### src/rtl/recv_window_capture.sv
// Shot-triggered receive window capture: waits a programmable delay, arms for the
// laser, then shifts NUM_SAMPLES receiver slices into a frame held until accepted.
module recv_window_capture #(
  parameter int RX_W          = 16,
  parameter int SAMPLE_W      = 8,
  parameter int SAMPLE_LSB    = 0,
  parameter int NUM_SAMPLES   = 50,
  parameter int DELAY_W       = 8,
  parameter int LASER_TIMEOUT = 255
) (
  input  logic                            clk,
  input  logic                            rst,
  input  logic                            send_en,
  input  logic                            laser_enable,
  input  logic [RX_W-1:0]                 rx_dataout,
  input  logic [DELAY_W-1:0]              delay_cnt,
  input  logic                            frame_ready,
  output logic [SAMPLE_W*NUM_SAMPLES-1:0] frame_data,
  output logic                            frame_valid,
  output logic                            no_laser,
  output logic                            busy,
  output logic [15:0]                     overrun_cnt,
  output logic [2:0]                      dbg_state
);

  localparam int FRAME_W = SAMPLE_W * NUM_SAMPLES;
  localparam int ARM_W   = $clog2(LASER_TIMEOUT + 1);
  localparam int IDX_W   = $clog2(NUM_SAMPLES + 1);
  localparam logic [ARM_W-1:0] ARM_LAST = ARM_W'(LASER_TIMEOUT - 1);
  localparam logic [IDX_W-1:0] IDX_LAST = IDX_W'(NUM_SAMPLES - 1);

  if (SAMPLE_LSB + SAMPLE_W > RX_W) begin : g_bad_slice
    $error("recv_window_capture: sample slice exceeds rx_dataout width");
  end

  typedef enum logic [2:0] {
    S_IDLE    = 3'd0,
    S_DELAY   = 3'd1,
    S_ARM     = 3'd2,
    S_CAPTURE = 3'd3,
    S_HOLD    = 3'd4
  } state_t;

  state_t               state;
  state_t               state_nxt;
  logic [DELAY_W-1:0]   dly_target;
  logic [DELAY_W-1:0]   dly_cnt;
  logic [ARM_W-1:0]     arm_cnt;
  logic [IDX_W-1:0]     idx;
  logic [FRAME_W-1:0]   shift_reg;
  logic [FRAME_W-1:0]   shift_nxt;
  logic [SAMPLE_W-1:0]  sample;
  logic                 arm_timeout;
  logic                 last_sample;
  logic                 unused_rx;

  assign sample    = rx_dataout[SAMPLE_LSB +: SAMPLE_W];
  assign unused_rx = ^rx_dataout;
  assign busy      = (state != S_IDLE);
  assign dbg_state = state;

  // Newest sample enters at the top so sample 0 ends up in the lowest slice.
  if (NUM_SAMPLES == 1) begin : g_one
    assign shift_nxt = sample;
  end else begin : g_many
    assign shift_nxt = {sample, shift_reg[FRAME_W-1:SAMPLE_W]};
  end

  always_comb begin
    state_nxt   = state;
    arm_timeout = 1'b0;
    last_sample = 1'b0;
    case (state)
      S_IDLE:    if (send_en) state_nxt = S_DELAY;
      S_DELAY:   if (dly_cnt == dly_target) state_nxt = S_ARM;
      S_ARM: begin
        // A laser seen in the final allowed cycle beats the timeout.
        if (laser_enable) begin
          state_nxt = S_CAPTURE;
        end else if (arm_cnt == ARM_LAST) begin
          state_nxt   = S_IDLE;
          arm_timeout = 1'b1;
        end
      end
      S_CAPTURE: begin
        if (idx == IDX_LAST) begin
          state_nxt   = S_HOLD;
          last_sample = 1'b1;
        end
      end
      S_HOLD:    if (frame_ready) state_nxt = S_IDLE;
      default:   state_nxt = S_IDLE;
    endcase
  end

  always_ff @(posedge clk) begin
    if (!rst) begin
      state       <= S_IDLE;
      dly_target  <= '0;
      dly_cnt     <= '0;
      arm_cnt     <= '0;
      idx         <= '0;
      shift_reg   <= '0;
      frame_data  <= '0;
      frame_valid <= 1'b0;
      no_laser    <= 1'b0;
      overrun_cnt <= '0;
    end else begin
      state    <= state_nxt;
      no_laser <= arm_timeout;
      if (send_en && (state != S_IDLE) && (overrun_cnt != 16'hFFFF))
        overrun_cnt <= overrun_cnt + 16'd1;
      case (state)
        S_IDLE: begin
          if (send_en) begin
            dly_target <= delay_cnt;
            dly_cnt    <= '0;
          end
        end
        S_DELAY: begin
          if (dly_cnt != dly_target) dly_cnt <= dly_cnt + DELAY_W'(1);
          arm_cnt <= '0;
        end
        S_ARM: begin
          arm_cnt <= arm_cnt + ARM_W'(1);
          idx     <= '0;
        end
        S_CAPTURE: begin
          shift_reg <= shift_nxt;
          idx       <= idx + IDX_W'(1);
          if (last_sample) begin
            frame_data  <= shift_nxt;
            frame_valid <= 1'b1;
          end
        end
        S_HOLD: begin
          if (frame_ready) frame_valid <= 1'b0;
        end
        default: ;
      endcase
    end
  end

endmodule

### config.mk
export PLATFORM = sky130hd
export DESIGN_NAME = recv_window_capture
export DESIGN_NICKNAME = d
export VERILOG_FILES = /design/src/rtl/recv_window_capture.sv
export SDC_FILE = /design/constraint.sdc
export NUM_CORES = 2
export LEC_CHECK = 0
export ABC_AREA = 0
export BUFFER_PORTS_ARGS = -buffer_cell sky130_fd_sc_hd__buf_2
export CAP_MARGIN = 10
export CORE_MARGIN = 1
export CORE_UTILIZATION = 35
export DETAILED_ROUTE_END_ITERATION = 10
export PLACE_DENSITY = 0.54
export SYNTH_ARGS = -nofsm -noshare
export SYNTH_HDL_FRONTEND = slang
export SYNTH_SLANG_ARGS = --single-unit
### constraint.sdc
create_clock -name clk -period 1.77 [get_ports clk]
set_clock_uncertainty 0.05 [all_clocks]
set_input_delay 0.0885 -clock clk [delete_from_list [all_inputs] [get_ports clk]]
set_output_delay 0.0885 -clock clk [all_outputs]
set_load 0.02 [all_outputs]
# After elaboration in Yosys (flattened, before gate mapping)
# Cells that the tools add are included.
[op_classes]
eq_ne = 16
reduce_logical = 14
shift = 0
add_sub_neg = 4
mul = 0
muxes = 18
order_cmp = 0
bitwise_logic = 2
div_mod_pow = 0
[ops]
columns = ["operator", "n"]
rows = [
  ["case mux 8 bit (2 select lines)", 2],
  ["2-to-1 mux 3 bit", 6],
  ["adder 16 x 1 -> 16 bit (second input constant)", 1],
  ["adder 8 x 1 -> 8 bit (second input constant)", 2],
  ["2-to-1 mux 8 bit", 2],
  ["inequality test 16 bit (second input constant)", 1],
  ["case mux 3 bit (5 select lines)", 1],
  ["inequality test 2 bit (second input constant)", 6],
  ["case mux 6 bit (2 select lines)", 1],
  ["equality test 8 bit", 1],
  ["equality test 8 bit (second input constant)", 1],
  ["inequality test 8 bit", 1],
  ["nonzero test 2 bit", 4],
  ["adder 6 x 1 -> 6 bit (second input constant)", 1],
  ["equality test 3 x 2 -> 1 bit (second input constant)", 2],
  ["equality test 6 bit (second input constant)", 1],
  ["AND reduction 3 bit", 2],
  ["2-to-1 mux 1 bit", 5],
  ["AND reduction 5 bit", 1],
  ["AND reduction 2 bit", 2],
  ["equality test 3 x 1 -> 1 bit (second input constant)", 1],
  ["equality test 3 bit (second input constant)", 1],
  ["zero test 3 bit", 1],
  ["inequality test 3 bit (second input constant)", 1],
  ["other kinds (5)", 7],
]
[word_totals]
memories = 0
ff_bits = 851
rom_bits = 0
latchBits = 0
out_inout_bits = 422
input_bits = 29
ramBits = 0

# Logic depth before layout (Yosys ltp)
[logic_depth]
ltp_word = 5
ltp_mapped = 9
depth_no_buf = 6

# Worst setup path before layout
# Ideal clock, no wire load.
[synth_path]
path_kind = "register -> register"
start = "register overrun_cnt[0]"
end = "register overrun_cnt[13]"
path_slack_ns = -0.149
t_arrival_ns = 1.768
setup_time_ns = 0.101
t_required_ns = 1.619
path_buffers = 1
path_stages_with_launch = 7
synth_period_minus_slack_ns = 1.919
cell_sequence = "dfxtp_1 -> ha_1 -> nand3_1 -> nor4_2 -> buf_2 -> o311ai_0 -> o41ai_1"
[synth_via]
elab_chain_cells = 2
[synth_lines]
columns = ["item", "line", "source"]
rows = [
  ["start, declared", "22", "output logic [15:0] overrun_cnt,"],
  ["start signal, assigned", "112", "overrun_cnt <= overrun_cnt + 16'd1;"],
  ["parallel branches: the longest is 2 deep, another holds adder 16 x 1 -> 16 bit", "n/a", ""],
]
# Several ways; the timed one is not identified.
# A chain may end at the register's enable or synchronous reset.

# Worst setup path in the final report
[layout_path]
start = "register state[1] (netlist: dbg_state[1])"
end = "register shift_reg[148]"
[layout_via]
elab_chain_cells = 1
[layout_lines]
columns = ["item", "line", "source"]
rows = [
  ["start, declared", "44", "state_t state;"],
  ["start signal, assigned", "109", "state <= state_nxt;"],
  ["equality test 3 x 2 -> 1 bit", "113", "case (state)"],
  ["end signal, assigned", "129", "shift_reg <= shift_nxt;"],
  ["end, declared", "50", "logic [FRAME_W-1:0] shift_reg;"],
]
# No other way between the ends.

==> qor.txt <==
Setup WS pre-CTS: 0.02358 ns
DR pass1 iterations: 5
ant diodes: 0
total gr overflow: 0
Post-DP Area: 33910 um2
Max-Cap Viols: 0
root buffer cell: clkbuf_16
Iter 0 DRT Violations: 1733
CTS buffer count: 91
Synth top cells by count: nand2_1 (1641), dfxtp_1 (843), a21oi_1 (821)
LEAKAGE: 13.99 nW
Final HPWL DP: 57520 um
register area share after synthesis: 0.5690
post-synth cell types: 53
top-count cell post-synth: nand2_1
design area: 37710 um2
TritonCTS clock tree: yes
H-tree levels: 3
drt drc: 0
Max VDD drop: 673.9 uV
drt total wl: 87810 um
Post-synth EDFFs: 0
Slew Viols, Final: 0
CP required: 2.29 ns
Worst setup SP type: register
# IOs: 451
IO buf count: 442
Final setup viols: 0
Synth top area share: 0.5690
Clock Path Buffers: 3
Die X: 293.1 um
syn avg cell area: 7.829 um2
crit-path max FO: 65
wire per inst: 16.17 um
vias in the first global route: 24007
Final Cycle Share: 0.9932
CP Launch Point: dbg_state[1]
mapped cell area: 29660 um2
min-delay worst type: input port to register
antenna violations before repair: 0
Async SR Flop Fraction: 0
kind of critical path: register to register
synth warn: 0
vias per cell: 4.784
Worst-path clk slew: 0.06 ns
FF+latch count, synth: 843
worst skew pair latency: 0.64 ns
first-pass GRT wire length: 133200 um
via count: 25978
Main synth FF type: dfxtp_1
RSZ-0062 raised after global routing: yes
Area Growth Syn to Fin: 27.17%
max reg flops: 400
non-filler cells, final: 5430
row count: 106
gpl congestion: 0.7892
Rel. slew slack: 0.6010
hold path start: rx_dataout[0]
Post-Syn Nets: 3823
minimum clock period: 1.758 ns
area of the multi-input gates: 11680 um2
placed insts: 5222
arrival time at the worst endpoint: 2.28 ns
Final Hold Vio Count: 0
Worst R2R Start: dbg_state[1]
Fill cells: 8488
Yosys top cell by area: dfxtp_1
CTS sink count: 843
Core ar.: 83690 um2
power consumption: 41.88 mW
total area of sequential cells: 16890 um2
Synth area leaders: dfxtp_1 (57%), nand2_1 (21%), a21oi_1 (14%)
fin worst setup slack: 0.01208 ns
Slew @ Worst Pin: 0.5986 ns
status: finished clean
fin nets: 4258
share of cells above drive strength 1: 0.1841
Worst Setup End Kind: register
Starting Density: 0.3544
pin count of the biggest net entering global routing: 136
Post-Syn Instances: 3788
antenna viol nets, final: 0
fmax: 568.9 MHz
Hold WS: 0.1947 ns
Chip Height: 293.1 um
Die ar.: 85900 um2
pwr dens: 1111 nW/um2
total track usage: 0.1913
[worst max-delay path, stage by stage, from the launching register on]
cell	delay (ns)
dfxtp_4	0.44
and3b_4	0.25
buf_12	0.26
buf_16	0.28
nand2_1	0.13
a21oi_1	0.13
[what timing repair did]
item | in CTS | in global routing
gates cloned | 0 | 10
hold endpoints to repair | 45 | 0
hold buffers | 20 | 0
endpoints found under the setup margin | 14 | 389
resized for setup | 4 | 30
buffers inserted | 0 | 12
pin swaps | 0 | 7
[worst paths after layout]
path,to,slack (ns),depth (start not counted)
worst min-delay path,frame_data[392],0.19,4
worst min register to register,frame_data[293],0.40,2
worst max register to register,shift_reg[148],0.01,5
worst max-delay path,shift_reg[148],0.01,5
[cells in the final DEF (no fill, tap or decap), types with 3 or more instances in the layout]
master / count
nand2b_1: 10
nor2b_1: 3
nor4_1: 9
clkbuf_1: 17
dfxtp_1: 837
nand4_1: 13
o21ai_0: 12
a21oi_1: 815
and3_1: 6
clkbuf_8: 23
clkbuf_16: 101
a41oi_1: 3
bufinv_16: 6
nor3_1: 8
nand3b_1: 3
nor2_1: 21
buf_4: 93
inv_6: 3
o31ai_1: 5
clkinv_16: 3
mux2i_1: 8
a31oi_1: 3
o31a_1: 3
dfxtp_2: 4
or3_1: 5
dlygate4sd3_1: 20
buf_6: 10
ha_1: 5
buf_12: 49
a21oi_2: 6
nand2_1: 1639
or4_1: 11
xnor2_1: 9
buf_2: 442
buf_16: 6
inv_1: 4
nand3_1: 15
clkinv_2: 20
[through the flow]
stage / utilization / TNS [ns]
6_report: 0.4507 / 0
5_1_grt: 0.4507 / -1.997
4_1_cts: 0.4448 / 0
3_5_place_dp: 0.4051 / 0
3_3_place_gp: 0.4051 / 0
2_1_floorplan: - / 0
[final cells by class]
class	instances	share of cell area
multi-input cells	2653	0.3097
repair buffers	629	0.1218
clock inverters	34	0.01125
clock buffers	132	0.07113
flip-flops and latches	843	0.4478
inverters	5	0.0006967
well taps	1134	0.03762
[layer usage]
layer	wire [um]	track usage	up-vias
met3	4632	0.03752	103
met1	41180	0.2623	12166
met2	40270	0.3030	510
li1	-	-	13199
met5	0	0	-
met4	1729	0.05683	0
[power breakdown]
part / total, mW / leakage (nW) / internal [mW] / switching, mW
combinational: 3.21 / 5.66 / 1.07 / 2.15
sequential: 19.2 / 6.79 / 19.1 / 0.126
clock: 19.5 / 1.54 / 11.5 / 7.98
[cell families (layout without fill, tap and decap cells)]
logic type / Yosys count / after routing / synth area share
buf+inv: 292 / 800 / 0.04029
flops: 843 / 843 / 0.5690
fa+ha+maj: 6 / 6 / 0.002531
xor+xnor: 11 / 11 / 0.003249
mux: 10 / 10 / 0.003460
simple gates: 1765 / 1765 / 0.2331
compound gates: 861 / 861 / 0.1483
Power figures use the tool's default switching activity.
